## src/rtl/mcpu_pkg.sv

```systemverilog
// Shared types and constants for the MCPU memory arbiter: FSM states,
// owner encodings, default wait-state count and counter sizing helper.
package mcpu_pkg;

    typedef enum logic [1:0] {
        IDLE   = 2'd0,
        ACCESS = 2'd1,
        DONE   = 2'd2
    } state_e;

    typedef enum logic [1:0] {
        OWN_NONE = 2'b00,
        OWN_CPU  = 2'b01,
        OWN_DEV  = 2'b10
    } owner_e;

    localparam int WAIT_CYCLES_DEFAULT = 1;

    // Wait counter width: enough bits to hold WAIT_CYCLES, never less than one.
    function automatic int cnt_width(input int wait_cycles);
        if (wait_cycles < 1) begin
            return 1;
        end else begin
            return $clog2(wait_cycles + 1);
        end
    endfunction

endpackage

```

## src/rtl/rr_pick.sv

```systemverilog
// Round-robin pick between the CPU and the second master. A lone request
// wins outright; on a tie the master that was not granted last wins.
module rr_pick
    import mcpu_pkg::*;
(
    input  logic   cpu_req,
    input  logic   dev_req,
    input  owner_e last_grant,
    output owner_e grant
);

    // Combinational grant decision for the current IDLE cycle.
    always_comb begin
        grant = OWN_NONE;
        if (cpu_req && dev_req) begin
            if (last_grant == OWN_CPU) begin
                grant = OWN_DEV;
            end else begin
                grant = OWN_CPU;
            end
        end else if (cpu_req) begin
            grant = OWN_CPU;
        end else if (dev_req) begin
            grant = OWN_DEV;
        end else begin
            grant = OWN_NONE;
        end
    end

endmodule

```

## src/rtl/mio_arbiter.sv

```systemverilog
// Two-port memory arbiter: shares one synchronous memory between the MCPU
// MIO port and a second bus master. Each grant runs a fixed wait-state
// window (ACCESS) followed by a one-cycle ready pulse to the owner (DONE).
module mio_arbiter
    import mcpu_pkg::*;
#(
    parameter int WAIT_CYCLES = WAIT_CYCLES_DEFAULT,
    parameter int AW          = 32,
    parameter int DW          = 32
) (
    input  logic          clk,
    input  logic          reset_n,

    input  logic          cpu_req,
    input  logic          cpu_we,
    input  logic [AW-1:0] cpu_addr,
    input  logic [DW-1:0] cpu_wdata,
    output logic [DW-1:0] cpu_rdata,
    output logic          cpu_ready,

    input  logic          dev_req,
    input  logic          dev_we,
    input  logic [AW-1:0] dev_addr,
    input  logic [DW-1:0] dev_wdata,
    output logic [DW-1:0] dev_rdata,
    output logic          dev_ready,

    output logic          mem_en,
    output logic          mem_we,
    output logic [AW-1:0] mem_addr,
    output logic [DW-1:0] mem_wdata,
    input  logic [DW-1:0] mem_rdata,

    output logic [1:0]    owner
);

    localparam int CW = cnt_width(WAIT_CYCLES);

    state_e        state_r;
    owner_e        owner_r;
    owner_e        last_grant_r;
    owner_e        grant_s;
    logic [CW-1:0] cnt_r;

    rr_pick u_rr_pick (
        .cpu_req    (cpu_req),
        .dev_req    (dev_req),
        .last_grant (last_grant_r),
        .grant      (grant_s)
    );

    assign owner = owner_r;

    // Arbitration FSM; every output is a register so the memory and both
    // masters see glitch-free, edge-aligned control.
    always_ff @(posedge clk or negedge reset_n) begin
        if (!reset_n) begin
            state_r      <= IDLE;
            owner_r      <= OWN_NONE;
            last_grant_r <= OWN_DEV;
            cnt_r        <= {CW{1'b0}};
            mem_en       <= 1'b0;
            mem_we       <= 1'b0;
            mem_addr     <= {AW{1'b0}};
            mem_wdata    <= {DW{1'b0}};
            cpu_rdata    <= {DW{1'b0}};
            dev_rdata    <= {DW{1'b0}};
            cpu_ready    <= 1'b0;
            dev_ready    <= 1'b0;
        end else begin
            case (state_r)
                IDLE: begin
                    cpu_ready <= 1'b0;
                    dev_ready <= 1'b0;
                    if (grant_s == OWN_CPU) begin
                        owner_r   <= OWN_CPU;
                        mem_en    <= 1'b1;
                        mem_we    <= cpu_we;
                        mem_addr  <= cpu_addr;
                        mem_wdata <= cpu_wdata;
                        cnt_r     <= CW'(WAIT_CYCLES);
                        state_r   <= ACCESS;
                    end else if (grant_s == OWN_DEV) begin
                        owner_r   <= OWN_DEV;
                        mem_en    <= 1'b1;
                        mem_we    <= dev_we;
                        mem_addr  <= dev_addr;
                        mem_wdata <= dev_wdata;
                        cnt_r     <= CW'(WAIT_CYCLES);
                        state_r   <= ACCESS;
                    end else begin
                        state_r   <= IDLE;
                    end
                end

                ACCESS: begin
                    if (cnt_r == {CW{1'b0}}) begin
                        // Last wait state: read data is valid now.
                        mem_en  <= 1'b0;
                        mem_we  <= 1'b0;
                        state_r <= DONE;
                        if (owner_r == OWN_CPU) begin
                            cpu_ready <= 1'b1;
                            if (!mem_we) begin
                                cpu_rdata <= mem_rdata;
                            end
                        end else begin
                            dev_ready <= 1'b1;
                            if (!mem_we) begin
                                dev_rdata <= mem_rdata;
                            end
                        end
                    end else begin
                        cnt_r <= cnt_r - CW'(1);
                    end
                end

                DONE: begin
                    cpu_ready    <= 1'b0;
                    dev_ready    <= 1'b0;
                    last_grant_r <= owner_r;
                    owner_r      <= OWN_NONE;
                    state_r      <= IDLE;
                end

                default: begin
                    // Unreachable encoding: drop any access and fall back to IDLE.
                    cpu_ready <= 1'b0;
                    dev_ready <= 1'b0;
                    mem_en    <= 1'b0;
                    mem_we    <= 1'b0;
                    owner_r   <= OWN_NONE;
                    state_r   <= IDLE;
                end
            endcase
        end
    end

endmodule
```

## config.mk

```make
export PLATFORM = sky130hd
export DESIGN_NAME = mio_arbiter
export DESIGN_NICKNAME = d
export VERILOG_FILES = /design/src/rtl/mcpu_pkg.sv /design/src/rtl/rr_pick.sv /design/src/rtl/mio_arbiter.sv
export SDC_FILE = /design/constraint.sdc
export NUM_CORES = 1
export LEC_CHECK = 0
export BUFFER_PORTS_ARGS = -buffer_cell sky130_fd_sc_hd__buf_2
export CAP_MARGIN = 20
export CORE_ASPECT_RATIO = 1.25
export CORE_MARGIN = 4
export CORE_UTILIZATION = 45
export CTS_BUF_LIST = sky130_fd_sc_hd__clkbuf_16
export DETAILED_ROUTE_END_ITERATION = 10
export GPL_TIMING_DRIVEN = 0
export PLACE_DENSITY = 0.86
export SKIP_LAST_GASP = 1
export SYNTH_ARGS = -nofsm -noshare
export SYNTH_HDL_FRONTEND = slang
export SYNTH_HIERARCHICAL = 1
export SYNTH_SLANG_ARGS = --single-unit
```

## constraint.sdc

```tcl
create_clock -name clk -period 4.9 [get_ports clk]
set_clock_uncertainty 0.15 [all_clocks]
set_input_delay 0.735 -clock clk [delete_from_list [all_inputs] [get_ports clk]]
set_output_delay 0.735 -clock clk [all_outputs]
set_load 0.005 [all_outputs]
```

==> out/results.ini <==
[setup_path]
r2r-end=mem_addr[4]
crit_path_max_incr_delay_ps=550
startpoint_type=flip-flop
crit_slowest_cell=dfstp_2
crit_top_cell=buf_2
rr_worst_depth=9
rr_startpoint=last_grant_r[1]
cp_cell_sequence=nor2b_4 -> o21a_1 -> inv_1 -> ha_1 -> buf_2 -> buf_2 -> buf_2 -> mux2i_1 -> a21oi_1
end_kind=flip-flop
critical_path_class=reg2reg
critical_path_required_ps=5010
arrival_ps=2580
reg2reg_slack_ps=2430
critPathMaxFanout=10

[synth]
syn-cell-area_um2=5870
synth.avg_cell_area_um2=12.6
async_flop_share_pct=100
yosysMostFrequentCell=dfrtp_1
synthTopCellsByCount=dfrtp_1, nor2_1, a21oi_1, mux2i_1, mux2_2
syn_nets=633
synth_edf_count=0
yosysTopAreaCell=dfrtp_1
synth-seq-cells=139
ys_warn_count=6
yosys.area.top_type_share_pct=58.8
synth_area_leaders=dfrtp_1, mux2_2, mux2i_1
ys_seq_area_share_pct=59.3
synthDistinctLibCells=28
synthCells=466
synth-main-ff-cell=dfrtp_1

[timing]
max_freq_mhz=405
drv_slew=0
worstMarginPinSlew_ps=660
min_period_over_period_pct=50.4
period_minus_slack_ps=2470
maxSlewHeadroom_pct=56.0
rsz0062_at_grt=false
fin_setup_tns_ps=0
setup_viol_count_final=0
finalHoldViolations=0

[clock_tree]
path_clk_slew_ps=60
numClockSinks=139
worstSkewPairLatency_ps=400
postCtsHoldBufs=0
cts_buffers=17
cts_setup_buffers=0
cts_tree=built
root_buffer=clkbuf_16
cts_buffer_depth=2
htreeDepth=4
cts_resized=0

[layout]
synthToLayoutAreaGrowth_pct=40.3
num-nets-final=952
diodes=0
final_layout_size_suffix_gt1_share_pct=53.1

[die]
fp.dieW_um=110
die_area_um2=14900
dieHeight_um=136
start_util_pct=46.1
core-area_um2=12700
row_count=46
io_pins=300

[power_and_ir_drop]
p_int_mw=3.61
comb_power_share_pct=37.6
p_sw_share_pct=33.1
fin_total_pwr_mw=5.40
net-switching-power_mw=1.79
pwr-share-clk_pct=25.0
power_frac_seq_pct=37.4
p_leak_nw=4.07
peakVddDrop_v=0.000282
p_per_area_nw_per_um2=655

[drt]
drt_wl_total_um=16500
wl_per_cell_um=17.1
via_per_inst=4.96
ant_nets=0
first_pass_iters=4
via_count=4791
drcViolationCount=0
drt-initial-drc-count=169

[min_path]
hp-class=in2async

[place]
portBuffers=299
hpwl_um=13000
gp_routability_congestion=0.897

[grt]
grt_pass1_vias=5050
antenna_found_initial=1
grt_max_degree=78
grt_overflow_total=0
track_usage_pct=22.0
grt_pass1_wl_um=25000

[status]
outcome=finished clean

[job]
maxCapViolations=0

==> layout by cell type (no fill, tap or decap), types with 2 or more instances in the layout <==
cell,count
buf_2,314
dfrtp_1,138
nor2_1,72
a21oi_1,68
mux2i_1,65
mux2_2,62
clkbuf_16,17
buf_6,7
clkbuf_1,7
inv_1,4
mux2_4,4
bufinv_16,4
nor2b_1,3
o21a_1,3
inv_6,3
clkinv_4,3
nand2b_1,2
nand2_2,2
nand2_1,2
o21ai_0,2
clkinvlp_4,2
==> critical path: cells and delay by family (launching register included) <==
| family | cells | cell delay [ps] |
|---|---|---|
| AOI/OAI and AO/OA | 2 | 260 |
| adders and majority gates | 1 | 120 |
| buffers and inverters | 4 | 890 |
| DFF | 1 | 550 |
| muxes | 1 | 330 |
| and+or+nand+nor | 1 | 40 |
==> power by group through the flow <==
stage	Clock, mW	Combinational (mW)	Sequential [mW]
after global routing	1.42	2.24	2.09
after global placement	0	1.99	2.00
final	1.35	2.03	2.02
after detailed placement	0	2.06	2.03
after CTS	1.37	2.07	2.02
after floorplan	0	1.04	2.07
==> logic make-up (layout without fill, tap and decap cells) <==
kind of cell	Yosys count	in the layout	synth area share, %
buf+inv	33	365	3.30
flops	139	139	59.3
mux	131	131	24.0
fa+ha+maj	1	1	0.213
compound gates	75	75	6.63
simple gates	87	87	6.55
==> layout make-up <==
cell class | instances | area (µm²)
Inverter | 2 | 7.51
Clock buffer | 17 | 425
Buffer | 31 | 186
Tap cell | 168 | 210
Fill cell | 1071 | 4490
Multi-Input combinational cell | 294 | 2190
Clock inverter | 15 | 199
Sequential cell | 139 | 3480
Timing Repair Buffer | 300 | 1530
==> worst max path at each step <==
stage,slack [ps],from,endpoint
after floorplan,2630,cpu_req,mem_addr[11]
after global placement,1070,reset_n,dev_rdata[26]
after detailed placement,2090,cpu_req,mem_addr[4]
after CTS,2380,last_grant_r[1],mem_addr[4]
after global routing,2300,last_grant_r[1],mem_wdata[5]
final,2430,last_grant_r[1],mem_addr[4]
==> routing by layer <==
metal / wire length (µm) / vias to the layer above / track usage, %
met2: 8660 / 198 / 38.0
met3: 1240 / 42 / 6.87
li1: - / 2257 / -
met1: 6000 / 2292 / 24.7
met5: 12 / - / 0
met4: 585 / 2 / 9.92
==> through the flow <==
step                utilization, %  setup WS [ps]  hold slack (ps)  std cells  area (µm²)
floorplan                        -           2630              289        466        5870
global placement              59.6           1070              323        933        7570
detailed placement            59.8           2090              331        934        7610
CTS                           64.7           2380              166        966        8230
global route                  64.7           2300              184        966        8230
finish                        64.7           2430              160        966        8230
==> flip-flops by register name, summed over array words and instances (netlist names) <==
name and count:
mem_addr 32, dev_ready 1, last_grant_r 2, state_r 2, dev_rdata 32, mem_we 1, cpu_ready 1, owner 2
mem_wdata 32, cpu_rdata 32, mem_en 1, cnt_r 1
Note: power is estimated with default switching activity, not from simulation.
